===== config.mk =====
export PLATFORM = sky130hd
export DESIGN_NAME = ennemy_wave_flat
export DESIGN_NICKNAME = d
export VERILOG_FILES = /design/src/rtl/ennemy_wave_if.sv /design/src/rtl/ennemy_wave.sv /design/src/flat_wrapper.sv
export SDC_FILE = /design/constraint.sdc
export NUM_CORES = 1
export LEC_CHECK = 0
export ABC_AREA = 1
export ABC_CLOCK_PERIOD_IN_PS = 2050
export CAP_MARGIN = 5
export CORE_MARGIN = 4
export CORE_UTILIZATION = 54
export CTS_BUF_LIST = sky130_fd_sc_hd__clkbuf_4
export CTS_CLUSTER_SIZE = 8
export DETAILED_ROUTE_END_ITERATION = 16
export GPL_TIMING_DRIVEN = 0
export PLACE_DENSITY = 0.81
export SYNTH_ARGS = -nofsm -noshare
export SYNTH_HDL_FRONTEND = slang
export SYNTH_SLANG_ARGS = --single-unit

===== constraint.sdc =====
create_clock -name clk -period 2.05 [get_ports clk]
set_input_delay 0.41 -clock clk [delete_from_list [all_inputs] [get_ports clk]]
set_output_delay 0.41 -clock clk [all_outputs]
set_load 0.005 [all_outputs]

===== src/rtl/ennemy_wave_if.sv =====
// Playfield enemy bus: tick/scene/collision in, per-slot position and event pulses out.
// Latency: n/a (wiring only).
// Backpressure: none; pulses are single-cycle and must be consumed when seen.
// Signals:
//   clk_en    movement tick, one clk wide
//   scene     current game scene
//   colision  per-slot hit from the collision checker
//   X, Y      packed 9-bit coordinates, slot i at [9i+8:9i]
//   active    slot alive and drawn
//   avoided   1-clk pulse, slot reached the bottom limit
//   killed    1-clk pulse, slot hit while active
interface ennemy_wave_if #(
    parameter int N_ENEMY = 4
);
    logic                   clk_en;
    logic [1:0]             scene;
    logic [N_ENEMY-1:0]     colision;
    logic [9*N_ENEMY-1:0]   X;
    logic [9*N_ENEMY-1:0]   Y;
    logic [N_ENEMY-1:0]     active;
    logic [N_ENEMY-1:0]     avoided;
    logic [N_ENEMY-1:0]     killed;

    // Game side: drives tick, scene and hits; consumes positions and pulses.
    modport master (
        output clk_en, scene, colision,
        input  X, Y, active, avoided, killed
    );

    // Enemy generator side.
    modport slave (
        input  clk_en, scene, colision,
        output X, Y, active, avoided, killed
    );
endinterface


===== src/rtl/ennemy_wave.sv =====
// Multi-slot falling-enemy generator: LFSR X spawn, timed spawning, kill/avoid detection.
// Latency: all outputs registered, every effect visible one clk after its cause.
// Backpressure: none; a spawn attempt with no free slot is dropped.
// Ports: clk, rst (sync, active-high), bus (ennemy_wave_if.slave: clk_en, scene,
//   colision in; X, Y, active, avoided, killed out).
// Option: define ENNEMY_DIFFICULTY_EN to raise the fall step with the avoided count.
module ennemy_wave #(
    parameter int         N_ENEMY      = 4,
    parameter int         X_MIN        = 72,
    parameter int         X_RANGE      = 128,
    parameter int         Y_MAX        = 238,
    parameter int         OFFSCREEN_X  = 400,
    parameter int         SPAWN_PERIOD = 60,
    parameter logic [1:0] PLAY_SCENE   = 2'd1
) (
    input  logic          clk,
    input  logic          rst,
    ennemy_wave_if.slave  bus
);
    localparam int             CW       = (SPAWN_PERIOD > 1) ? $clog2(SPAWN_PERIOD) : 1;
    localparam logic [CW-1:0]  CNT_LAST = CW'(SPAWN_PERIOD - 1);
    localparam logic [8:0]     X_OFF    = 9'(OFFSCREEN_X);
    localparam logic [8:0]     Y_LIM    = 9'(Y_MAX);

    typedef enum logic {IDLE = 1'b0, FALL = 1'b1} slot_state_t;

    slot_state_t        state_q [N_ENEMY];
    slot_state_t        state_d [N_ENEMY];
    logic [8:0]         x_q [N_ENEMY];
    logic [8:0]         x_d [N_ENEMY];
    logic [8:0]         y_q [N_ENEMY];
    logic [8:0]         y_d [N_ENEMY];
    logic [N_ENEMY-1:0] avoided_q, avoided_d;
    logic [N_ENEMY-1:0] killed_q, killed_d;
    logic [CW-1:0]      cnt_q, cnt_d;
    logic [7:0]         lfsr_q, lfsr_d;
    logic [8:0]         step;
    logic [8:0]         spawn_x;
    logic [N_ENEMY-1:0] spawn_sel;
    logic               spawn_found;
    logic               in_play;
    logic               spawn_tick;

    assign in_play    = (bus.scene == PLAY_SCENE);
    assign spawn_tick = in_play && bus.clk_en && (cnt_q == CNT_LAST);
    assign spawn_x    = 9'(X_MIN) + 9'(32'(lfsr_q) % X_RANGE);

    // Lowest-index free slot, judged on the registered state so a slot
    // released in this clk only becomes eligible on the next one.
    always_comb begin
        spawn_sel   = '0;
        spawn_found = 1'b0;
        for (int i = 0; i < N_ENEMY; i++) begin
            if (!spawn_found && state_q[i] == IDLE) begin
                spawn_sel[i] = 1'b1;
                spawn_found  = 1'b1;
            end
        end
    end

    always_comb begin
        // Fibonacci LFSR, taps 8,6,5,4; runs every clk regardless of scene.
        lfsr_d = {lfsr_q[6:0], lfsr_q[7] ^ lfsr_q[5] ^ lfsr_q[4] ^ lfsr_q[3]};

        cnt_d = cnt_q;
        if (!in_play) begin
            cnt_d = '0;
        end else if (bus.clk_en) begin
            cnt_d = spawn_tick ? '0 : cnt_q + 1'b1;
        end

        for (int i = 0; i < N_ENEMY; i++) begin
            state_d[i]   = state_q[i];
            x_d[i]       = x_q[i];
            y_d[i]       = y_q[i];
            avoided_d[i] = 1'b0;
            killed_d[i]  = 1'b0;
            if (!in_play) begin
                state_d[i] = IDLE;
                x_d[i]     = X_OFF;
                y_d[i]     = '0;
            end else begin
                case (state_q[i])
                    FALL: begin
                        // Bottom check outranks a hit, a hit outranks a move.
                        if (y_q[i] >= Y_LIM) begin
                            state_d[i]   = IDLE;
                            x_d[i]       = X_OFF;
                            y_d[i]       = '0;
                            avoided_d[i] = 1'b1;
                        end else if (bus.colision[i]) begin
                            state_d[i]  = IDLE;
                            x_d[i]      = X_OFF;
                            y_d[i]      = '0;
                            killed_d[i] = 1'b1;
                        end else if (bus.clk_en) begin
                            y_d[i] = y_q[i] + step;
                        end
                    end
                    default: begin
                        if (spawn_tick && spawn_sel[i]) begin
                            state_d[i] = FALL;
                            x_d[i]     = spawn_x;
                            y_d[i]     = '0;
                        end
                    end
                endcase
            end
        end
    end

    always_ff @(posedge clk) begin
        if (rst) begin
            for (int i = 0; i < N_ENEMY; i++) begin
                state_q[i] <= IDLE;
                x_q[i]     <= X_OFF;
                y_q[i]     <= '0;
            end
            avoided_q <= '0;
            killed_q  <= '0;
            cnt_q     <= '0;
            lfsr_q    <= 8'hA5;
        end else begin
            for (int i = 0; i < N_ENEMY; i++) begin
                state_q[i] <= state_d[i];
                x_q[i]     <= x_d[i];
                y_q[i]     <= y_d[i];
            end
            avoided_q <= avoided_d;
            killed_q  <= killed_d;
            cnt_q     <= cnt_d;
            lfsr_q    <= lfsr_d;
        end
    end

`ifdef ENNEMY_DIFFICULTY_EN
    // Avoided counter saturates at 31 so the step stays pinned at 4
    // instead of collapsing back to 1 on wrap.
    logic [4:0] av_cnt_q, av_cnt_d;
    logic [5:0] av_sum;

    always_comb begin
        av_sum = {1'b0, av_cnt_q};
        for (int i = 0; i < N_ENEMY; i++) begin
            av_sum = av_sum + 6'(avoided_d[i]);
        end
        av_cnt_d = (av_sum > 6'd31) ? 5'd31 : av_sum[4:0];
        if (!in_play) begin
            av_cnt_d = '0;
        end
    end

    always_ff @(posedge clk) begin
        if (rst) begin
            av_cnt_q <= '0;
        end else begin
            av_cnt_q <= av_cnt_d;
        end
    end

    // One extra pixel per tick for each group of 8 avoided, 1..4.
    assign step = 9'd1 + 9'(av_cnt_q[4:3]);
`else
    assign step = 9'd1;
`endif

    for (genvar g = 0; g < N_ENEMY; g++) begin : g_out
        assign bus.X[9*g +: 9] = x_q[g];
        assign bus.Y[9*g +: 9] = y_q[g];
        assign bus.active[g]   = (state_q[g] == FALL);
    end
    assign bus.avoided = avoided_q;
    assign bus.killed  = killed_q;

endmodule


===== src/flat_wrapper.sv =====
// flat-port wrapper written by rule: the top's interface ports become plain ports
module ennemy_wave_flat 
#(
    parameter int         N_ENEMY      = 4,
    parameter int         X_MIN        = 72,
    parameter int         X_RANGE      = 128,
    parameter int         Y_MAX        = 238,
    parameter int         OFFSCREEN_X  = 400,
    parameter int         SPAWN_PERIOD = 60,
    parameter logic [1:0] PLAY_SCENE   = 2'd1
)
  (clk, rst, bus_clk_en, bus_scene, bus_colision, bus_X, bus_Y, bus_active, bus_avoided, bus_killed);
  ennemy_wave_if #(.N_ENEMY(N_ENEMY)) bus_i ();
  input  logic clk;
  input  logic rst;
  input wire logic [$bits(bus_i.clk_en)-1:0] bus_clk_en;
  input wire logic [$bits(bus_i.scene)-1:0] bus_scene;
  input wire logic [$bits(bus_i.colision)-1:0] bus_colision;
  output wire logic [$bits(bus_i.X)-1:0] bus_X;
  output wire logic [$bits(bus_i.Y)-1:0] bus_Y;
  output wire logic [$bits(bus_i.active)-1:0] bus_active;
  output wire logic [$bits(bus_i.avoided)-1:0] bus_avoided;
  output wire logic [$bits(bus_i.killed)-1:0] bus_killed;
  assign bus_i.clk_en = bus_clk_en;
  assign bus_i.scene = bus_scene;
  assign bus_i.colision = bus_colision;
  assign bus_X = bus_i.X;
  assign bus_Y = bus_i.Y;
  assign bus_active = bus_i.active;
  assign bus_avoided = bus_i.avoided;
  assign bus_killed = bus_i.killed;
  ennemy_wave #(.N_ENEMY(N_ENEMY), .X_MIN(X_MIN), .X_RANGE(X_RANGE), .Y_MAX(Y_MAX), .OFFSCREEN_X(OFFSCREEN_X), .SPAWN_PERIOD(SPAWN_PERIOD), .PLAY_SCENE(PLAY_SCENE)) u_core (.clk(clk), .rst(rst), .bus(bus_i));
endmodule

Word level (Yosys, flattened, before mapping)
Memories as Yosys holds them, arrays and structs flattened.
Cells that the tools add are included.
{"block": "word_totals", "register_bits": 22, "ramBits": 76, "in_bits": 9, "output_inout_bits": 84, "word_cells": 159, "n_memories": 3}
{"memory": "u_core.x_q", "depth": 4, "width": 9, "read_ports": 4, "rd_clocked_by_memory_dff": 0, "write_ports": 4, "line": "ennemy_wave.sv:29", "text": "logic [8:0] x_q [N_ENEMY];"}
{"memory": "u_core.y_q", "depth": 4, "width": 9, "read_ports": 4, "rd_clocked_by_memory_dff": 0, "write_ports": 4, "line": "ennemy_wave.sv:31", "text": "logic [8:0] y_q [N_ENEMY];"}
{"memory": "u_core.state_q", "depth": 4, "width": 1, "read_ports": 4, "rd_clocked_by_memory_dff": 0, "write_ports": 4, "line": "ennemy_wave.sv:27", "text": "slot_state_t state_q [N_ENEMY];"}
{"block": "classes", "addsub": 6, "order_cmp": 4, "eq_ne": 2, "n_mux": 94, "n_bitwise": 20, "n_reduce_logical": 20}
{"operator": "$mux W9", "n": 52}
{"operator": "$mux W1", "n": 41}
{"operator": "$add A9 B1 Y9 const B", "n": 4}
{"operator": "$ge A9 B8 Y1 const B", "n": 4}
{"operator": "$reduce_or A4 Y1", "n": 4}
{"operator": "$or A1 B1 Y1", "n": 12}
{"operator": "$reduce_or A3 Y1", "n": 4}
{"operator": "$logic_and A1 B1 Y1", "n": 9}
{"operator": "$add A7 B7 Y8 const A", "n": 1}
{"operator": "$add A6 B1 Y6 const B", "n": 1}
{"operator": "$eq A6 B6 Y1 const B", "n": 1}
{"operator": "$mux W6", "n": 1}
{"operator": "$not A1 Y1", "n": 5}
{"operator": "$xor A1 B1 Y1", "n": 3}
{"operator": "$eq A2 B1 Y1 const B", "n": 1}
{"operator": "$logic_not A1 Y1", "n": 2}
{"operator": "$reduce_or A2 Y1", "n": 1}

Depth between registers and ports, before layout
Gate-level depths: netlist (run 1).
An unclocked memory read counts as a cell.
{"block": "logic_depth", "ltp_word": 15, "depth_mapped": 13, "mapped_depth_nobuf": 13}

Worst setup path before layout (run 1)
Ideal clock, no wire load.
{"block": "synth_path", "kind": "reg-to-reg", "from": "memory u_core.y_q[1][0]", "to": "memory u_core.x_q[1][5]", "setup_time_ns": 0.115, "arrival_time_ns": 1.426, "path_slack_ns": 0.509, "stages_incl_launch_ff": 13, "n_path_buf": 0, "path_cell_list": "dfxtp_1 -> inv_1 -> ha_1 -> inv_1 -> nand2_1 -> nand2_1 -> nand2_1 -> nand2_1 -> nand2_1 -> nor2_1 -> nand2_2 -> a21oi_1 -> nor2_1"}
{"item": "start: declaration", "line": "ennemy_wave.sv:31"}
{"item": "end: declaration", "line": "ennemy_wave.sv:29"}

==> summary.txt, run 1 <==
Die
  – Die Area: 10200 µm²
  – Ports: 93
  – FP Rows: 33
  – Chip Height: 101 µm
  – Die span in x: 101 µm
  – Initial Utilization: 0.561
  – Core footprint: 8340 µm²

Finish
  – P&R area growth vs syn: 26.2%
  – Fin nets: 805
  – Final Cell Area: 5910 µm²
  – Post-Layout Cell Count: 896
  – N_diodes: 0
  – Share of cells above drive strength 1: 0.0670

Power and ir drop
  – Psw: 0.733 mW
  – Worst IR Drop VDD: 0.000326 V
  – Switching Fraction: 0.220
  – Pwr dens: 564 nW/µm²
  – Combinational share of power: 0.036
  – Part of the power in registers: 0.581
  – Clock power share: 0.383
  – Leakage: 2.46 nW
  – Overall Power: 3.33 mW
  – Internal power: 2.60 mW

Route
  – Vias: 4705
  – Total Wirelength: 12600 µm
  – Wire per inst: 14.0 µm
  – Drt first pass iters: 7
  – Initial DRC Count: 289
  – Antenna Violating Nets Remaining: 0
  – Vias/cell: 5.25
  – # DRC: 0

Global route
  – First-pass GRT wire length: 20600 µm
  – Grt total ovfl: 0
  – Routing usage on met1: 0.352
  – M2 GR Usage: 0.390
  – Antenna violations before repair: 0
  – GR Util met3: 0.0436
  – Grt peak-use layer: met2
  – Number of global-route vias before repair: 4390
  – Global-route usage over all layers: 0.253
  – Largest net degree at the start of global routing: 16

Placed design
  – Area of placed instances: 5720 µm²
  – HPWL Detailed: 9450 µm
  – Total placed cells including tap cells: 880
  – Pre-CTS WS: -218 ps
  – PortBufs: 91
  – Final Wtd Congestion: 0.908

Yosys
  – Largest family of logic cells by synthesized area: simple AND/OR/NAND/NOR gates
  – Syn nets: 703
  – Warnings, synthesis: 0
  – Synth Area in Adders: 0.0267
  – Register area share after synthesis: 0.419
  – Post-synthesis compound-gate area fraction: 0.0757
  – Mux contribution to synthesized area: 0
  – Avg Inst Size Synth: 6.84 µm²
  – Mapped Cells: 684
  – Number of library cell types mapped by synthesis: 32
  – Yosys reg bits: 98
  – Post-Synth Simple-Gate Area: 0.369
  – Post-Syn Area: 4680 µm²
  – Post-Synth XOR/XNOR Area: 0.0187

Timing
  – Tmin final: 1870 ps
  – # setup viols final: 0
  – Final hold viol count: 0
  – Least-Margin Pin Slew: 690 ps
  – Final WS setup: 182 ps
  – Part of the cycle the worst path needs: 0.911
  – RSZ-0062 raised after global routing: no
  – Final max-slew violation count: 0
  – Max Freq: 535 MHz
  – Clock skew: 23.2 ps
  – Slew Limit Headroom: 0.540

Flow run
  – Max Cap Violations: 0

Clock tree
  – CTS tree: yes
  – # Post-CTS Setup Buffers: 0
  – CTS root buf: clkbuf_4
  – Sink Count: 98
  – CTS max path bufs: 2
  – Clk_lat worst skew: 450 ps
  – Clk pin slew, worst setup/hold paths: 150 ps
  – Cts repair resizes: 0
  – # hold bufs at CTS: 0
  – TritonCTS buffer count: 9
  – H-tree depth: 3

Setup path
  – Critical Path Start: u_core.y_q[2][1]$_SDFFE_PP0P_
  – Worst EP arrival: 1460 ps
  – Crit-path max FO: 7
  – Kind of critical path: reg2out
  – Largest delay share family, worst path: buffers and inverters
  – Critical Path Max Stage Delay: 540 ps
  – R2R Path Start: u_core.y_q[1][0]$_SDFFE_PP0P_
  – CP Launch Type: flop
  – CP Buf/Inv Count: 1
  – Worst Setup End Kind: output port
  – Crit-path cells: clkdlybuf4s50_1
  – CP required: 1640 ps
  – Slowest stage cell on the critical path: clkdlybuf4s50_1

Outcome
  – Status: complete, no violations

Worst hold path
  – Hold Startpoint: rst
  – Hold Crit Class: in2reg
-- layout make-up --
type / count / area, µm²
multi-input combinational: 486 / 2290
buffer: 24 / 136
clock buffer: 11 / 82.6
timing repair buffer: 91 / 911
fill: 710 / 2430
clock inverter: 5 / 103
inverter: 76 / 285
tap: 105 / 131
sequential: 98 / 1960
-- metal layers --
| metal | up-vias | routed length (µm) |
|---|---|---|
| met5 | - | 0 |
| met4 | 0 | 339 |
| met3 | 28 | 855 |
| met2 | 172 | 5560 |
| met1 | 2124 | 5830 |
| li1 | 2381 | - |
-- power groups by stage --
stage | logic [mW] | clock network [mW] | registers (mW)
6_report | 0.121 | 1.28 | 1.94
2_1_floorplan | 0.0682 | 0 | 1.97
4_1_cts | 0.120 | 1.29 | 1.94
3_5_place_dp | 0.119 | 0 | 1.98
3_3_place_gp | 0.115 | 0 | 1.98
5_1_grt | 0.132 | 1.36 | 1.94
-- synthesized netlist by cell type (all sizes together) --
library cell	number	area [µm²]
nand2	197	777
xor2	5	43.8
a211oi	1	7.51
dfxtp	98	1960
nor4	4	25.0
clkbuf	10	38.8
o32ai	1	8.76
o31ai	1	7.51
a21oi	41	205
nand3	76	385
o21bai	4	30.0
nor2	92	370
inv	76	285
nand4	5	31.3
and3	4	25.0
or2	3	18.8
buf	14	97.6
nor3	18	95.1
ha	10	125
xnor2	5	43.8
o21ai	19	95.1
-- per-stage QoR --
stage | setup TNS [ps] | hold WS [ps] | util
finish | 0 | 253 | 0.708
global route | 0 | 256 | 0.708
CTS | 0 | 241 | 0.708
detailed placement | -5210 | 444 | 0.686
global placement | -1900 | 425 | 0.686
floorplan | 0 | 417 | -
-- worst reg2reg max path, cell delays in order (launching register included) --
cell and delay (ps):
dfxtp_1 430, inv_1 80, ha_1 190, inv_1 50, nand2_1 50, nand2_1 60
nand2_1 50, nand2_1 90, nand2_1 140, nor2_1 170, nand2_2 180, nand2_1 150
nand2_1 60, nand3_1 70
-- final timing paths --
kind                            slack, ps  cells past startpoint                            end
worst max-delay path                  180                      1                      bus_Y[19]
worst min-delay path                  250                      2    u_core.lfsr_q[3]$_SDFF_PP0_
worst max register to register        240                     13  u_core.x_q[1][8]$_SDFFE_PP1P_
worst min register to register        480                      2  u_core.x_q[1][4]$_SDFFE_PP1P_
-- state kept, by name, summed over array words and instances (netlist names) --
register,cells
u_core.lfsr_q,8
u_core.cnt_q,6
u_core.bus.killed,4
u_core.x_q,36
u_core.state_q,4
u_core.bus.avoided,4
u_core.y_q,36
-- logic make-up (layout without fill, tap and decap cells) --
| group | Yosys count | after routing |
|---|---|---|
| buf+inv | 100 | 207 |
| flops | 98 | 98 |
| fa+ha+maj | 10 | 10 |
| simple gates | 399 | 399 |
| xor+xnor | 10 | 10 |
| compound gates | 67 | 67 |
-- cell usage in the layout, fill, tap and decap left out, types with 10 or more instances in the layout --
master,count
nor2_1,88
inv_1,74
nand3_1,75
clkbuf_4,11
a21oi_1,41
nor3_1,17
clkdlybuf4s50_1,91
ha_1,10
nand2_1,186
dfxtp_1,98
o21ai_0,18
Power figures use the tool's default switching activity.
==> run 2, diff against run 1 <==
CORE_MARGIN = default   (was 4)
==> summary.txt, run 2 (synthesis results as in run 1) <==
Setup path
  – CP Buf/Inv Count: 1 (unchanged)
  – Critical Path Max Stage Delay: 550 ps (about the same)
  – CP required: 1640 ps (about the same)
  – Largest delay share family, worst path: buffers and inverters
  – Crit-path max FO: 7 (unchanged)
  – R2R setup slack: 220 ps (-20 ps)
  – Reg-to-Reg End: u_core.x_q[1][5]$_SDFFE_PP0P_
  – Critical Path Start: u_core.y_q[2][1]$_SDFFE_PP0P_
  – Slowest stage cell on the critical path: clkdlybuf4s50_1
  – FF-to-FF path depth: 13 (unchanged)
  – CP Launch Type: flop
  – R2R Path Start: u_core.y_q[1][0]$_SDFFE_PP0P_
  – Crit-path cells: clkdlybuf4s50_1
  – Kind of critical path: reg2out
  – Worst Setup End Kind: output port
  – Worst EP arrival: 1470 ps (about the same)

Timing
  – Slew Limit Headroom: 0.517 (-0.0230)
  – Min Hold Slack: 276 ps (+23.7 ps)
  – Max Freq: 533 MHz (-0.47%)
  – Tmin final: 1880 ps (+8.89 ps)
  – Least-Margin Pin Slew: 725 ps (+34.4 ps)
  – RSZ-0062 raised after global routing: no
  – Clock skew: 19.2 ps (-3.99 ps)
  – Final max-slew violation count: 0 (unchanged)
  – # setup viols final: 0 (unchanged)
  – Final hold viol count: 0 (unchanged)
  – Part of the cycle the worst path needs: 0.916 (+0.00433)

Die
  – Die Area: 9040 µm² (-12%)
  – Die span in x: 95.1 µm (-5.9%)
  – Chip Height: 95.1 µm (-5.9%)
  – Initial Utilization: 0.564 (+0.00279)
  – Core footprint: 8300 µm² (-0.50%)
  – FP Rows: 33 (unchanged)
  – Ports: 93 (unchanged)

Finish
  – Share of cells above drive strength 1: 0.0633 (-0.00371)
  – Post-Layout Cell Count: 895 (-0.11%)
  – Most frequent cells in the layout: 186 x nand2_1, 98 x dfxtp_1, 91 x clkdlybuf4s50_1
  – N_diodes: 0 (unchanged)
  – Most common cell after layout, fill and taps aside: nand2_1
  – P&R area growth vs syn: 25.5%
  – Largest regs: u_core.x_q: 36 flops, u_core.y_q: 36 flops, u_core.lfsr_q: 8 flops
  – Final Cell Area: 5870 µm² (-0.59%)
  – Fin nets: 805 (unchanged)

Global route
  – Antenna violations before repair: 0 (unchanged)
  – First-pass GRT wire length: 20200 µm (-2.1%)
  – Largest net degree at the start of global routing: 15 (-1)
  – Number of global-route vias before repair: 4297 (-2.1%)
  – Grt total ovfl: 0 (unchanged)
  – Global-route usage over all layers: 0.289 (+0.0363)

Clock tree
  – Sink Count: 98 (unchanged)
  – CTS root buf: clkbuf_4
  – CTS tree: yes
  – Cts repair resizes: 0 (unchanged)
  – H-tree depth: 3 (unchanged)
  – # hold bufs at CTS: 0 (unchanged)
  – Clk pin slew, worst setup/hold paths: 140 ps (about the same)
  – CTS max path bufs: 2 (unchanged)
  – TritonCTS buffer count: 9 (unchanged)
  – # Post-CTS Setup Buffers: 0 (unchanged)
  – Clk_lat worst skew: 450 ps (about the same)

Power and ir drop
  – Pwr dens: 544 nW/µm² (-3.6%)
  – Worst IR Drop VDD: 0.000358 V (+9.8%)
  – Leakage: 2.44 nW (-0.61%)

Worst hold path
  – Hold Startpoint: rst
  – Hold depth: 2 (unchanged)
  – Worst min-delay path endpoint: u_core.lfsr_q[6]$_SDFF_PP0_
  – Hold Crit Class: in2reg

Route
  – DR WL met2: 5800 µm (+4.3%)
  – # DRC: 0 (unchanged)
  – Wl on met1: 5940 µm (+1.9%)
  – Vias: 4702 (-0.064%)
  – Wire per inst: 14.2 µm (+0.74%)
  – Vias/cell: 5.25 (about the same)
  – Drt first pass iters: 5 (-2)
  – Total Wirelength: 12700 µm (+0.63%)
  – Max layer used: met4
  – Met3 routed WL: 663 µm (-22%)
  – Initial DRC Count: 240 (-17%)
  – Antenna Violating Nets Remaining: 0 (unchanged)

Flow run
  – Max Cap Violations: 0 (unchanged)

Placed design
  – Area of placed instances: 5720 µm² (unchanged)
  – Total placed cells including tap cells: 880 (unchanged)
  – PortBufs: 91 (unchanged)
  – HPWL Detailed: 9370 µm (-0.87%)
  – Final Wtd Congestion: 0.876 (-3.5%)

Outcome
  – Status: complete, no violations
==> run 2: cell types whose count changed in the layout (fill, tap and decap cells not counted), sizes merged <==
| cell | before | now |
|---|---|---|
| bufinv | 3 | 2 |
| clkinv | 1 | 2 |
| clkinvlp | 1 | 0 |
==> run 2: metrics by stage <==
stage                     total power, mW  setup slack (ps)  TNS, ps  utilization
after floorplan                      2.04               509        0            -
after global placement               2.09              -179    -2680        0.689
after detailed placement             2.10              -216    -5580        0.689
after CTS                            3.19               166        0        0.707
after global routing                 3.29              29.3        0        0.707
final                                3.20               173        0        0.707
==> run 2: final cells by class <==
cell class / count / area (µm²)
Buffer: 24 / 136
Clock buffer: 11 / 82.6
Clock inverter: 4 / 67.6
Fill cell: 692 / 2430
Inverter: 76 / 285
Multi-Input combinational cell: 486 / 2290
Sequential cell: 98 / 1960
Tap cell: 105 / 131
Timing Repair Buffer: 91 / 911
==> run 2: worst register-to-register path, cell delays in order (launching register included) <==
cell and delay (ps):
dfxtp_1 420, inv_1 80, ha_1 200, inv_1 50, nand2_1 50, nand2_1 70, nand2_1 60, nand2_1 90
nand2_1 120, nor2_1 170, nand2_2 170, nand3_1 110, nand2_1 60, nor2_1 120
==> run 2: worst max-delay path by stage <==
stage | to | slack (ps) | cells after the start
3_5_place_dp | u_core.x_q[0][4]$_SDFFE_PP1P_ | -220 | 8
3_3_place_gp | u_core.x_q[0][4]$_SDFFE_PP1P_ | -180 | 7
4_1_cts | bus_Y[19] | 170 | 1
2_1_floorplan | u_core.x_q[1][5]$_SDFFE_PP0P_ | 510 | 12
6_report | bus_Y[19] | 170 | 1
5_1_grt | u_core.y_q[1][7]$_SDFFE_PP0P_ | 30 | 13
==> run 2: report_power, final <==
| group | switching [mW] | internal, mW |
|---|---|---|
| registers | 0.0174 | 1.92 |
| logic | 0.0855 | 0.0373 |
| clock network | 0.626 | 0.510 |
==> run 2: routing by layer <==
metal | GRT usage | vias up
li1 | - | 2380
met1 | 0.386 | 2159
met2 | 0.470 | 144
met3 | 0.0494 | 19
met4 | 0.101 | 0
met5 | 0 | -
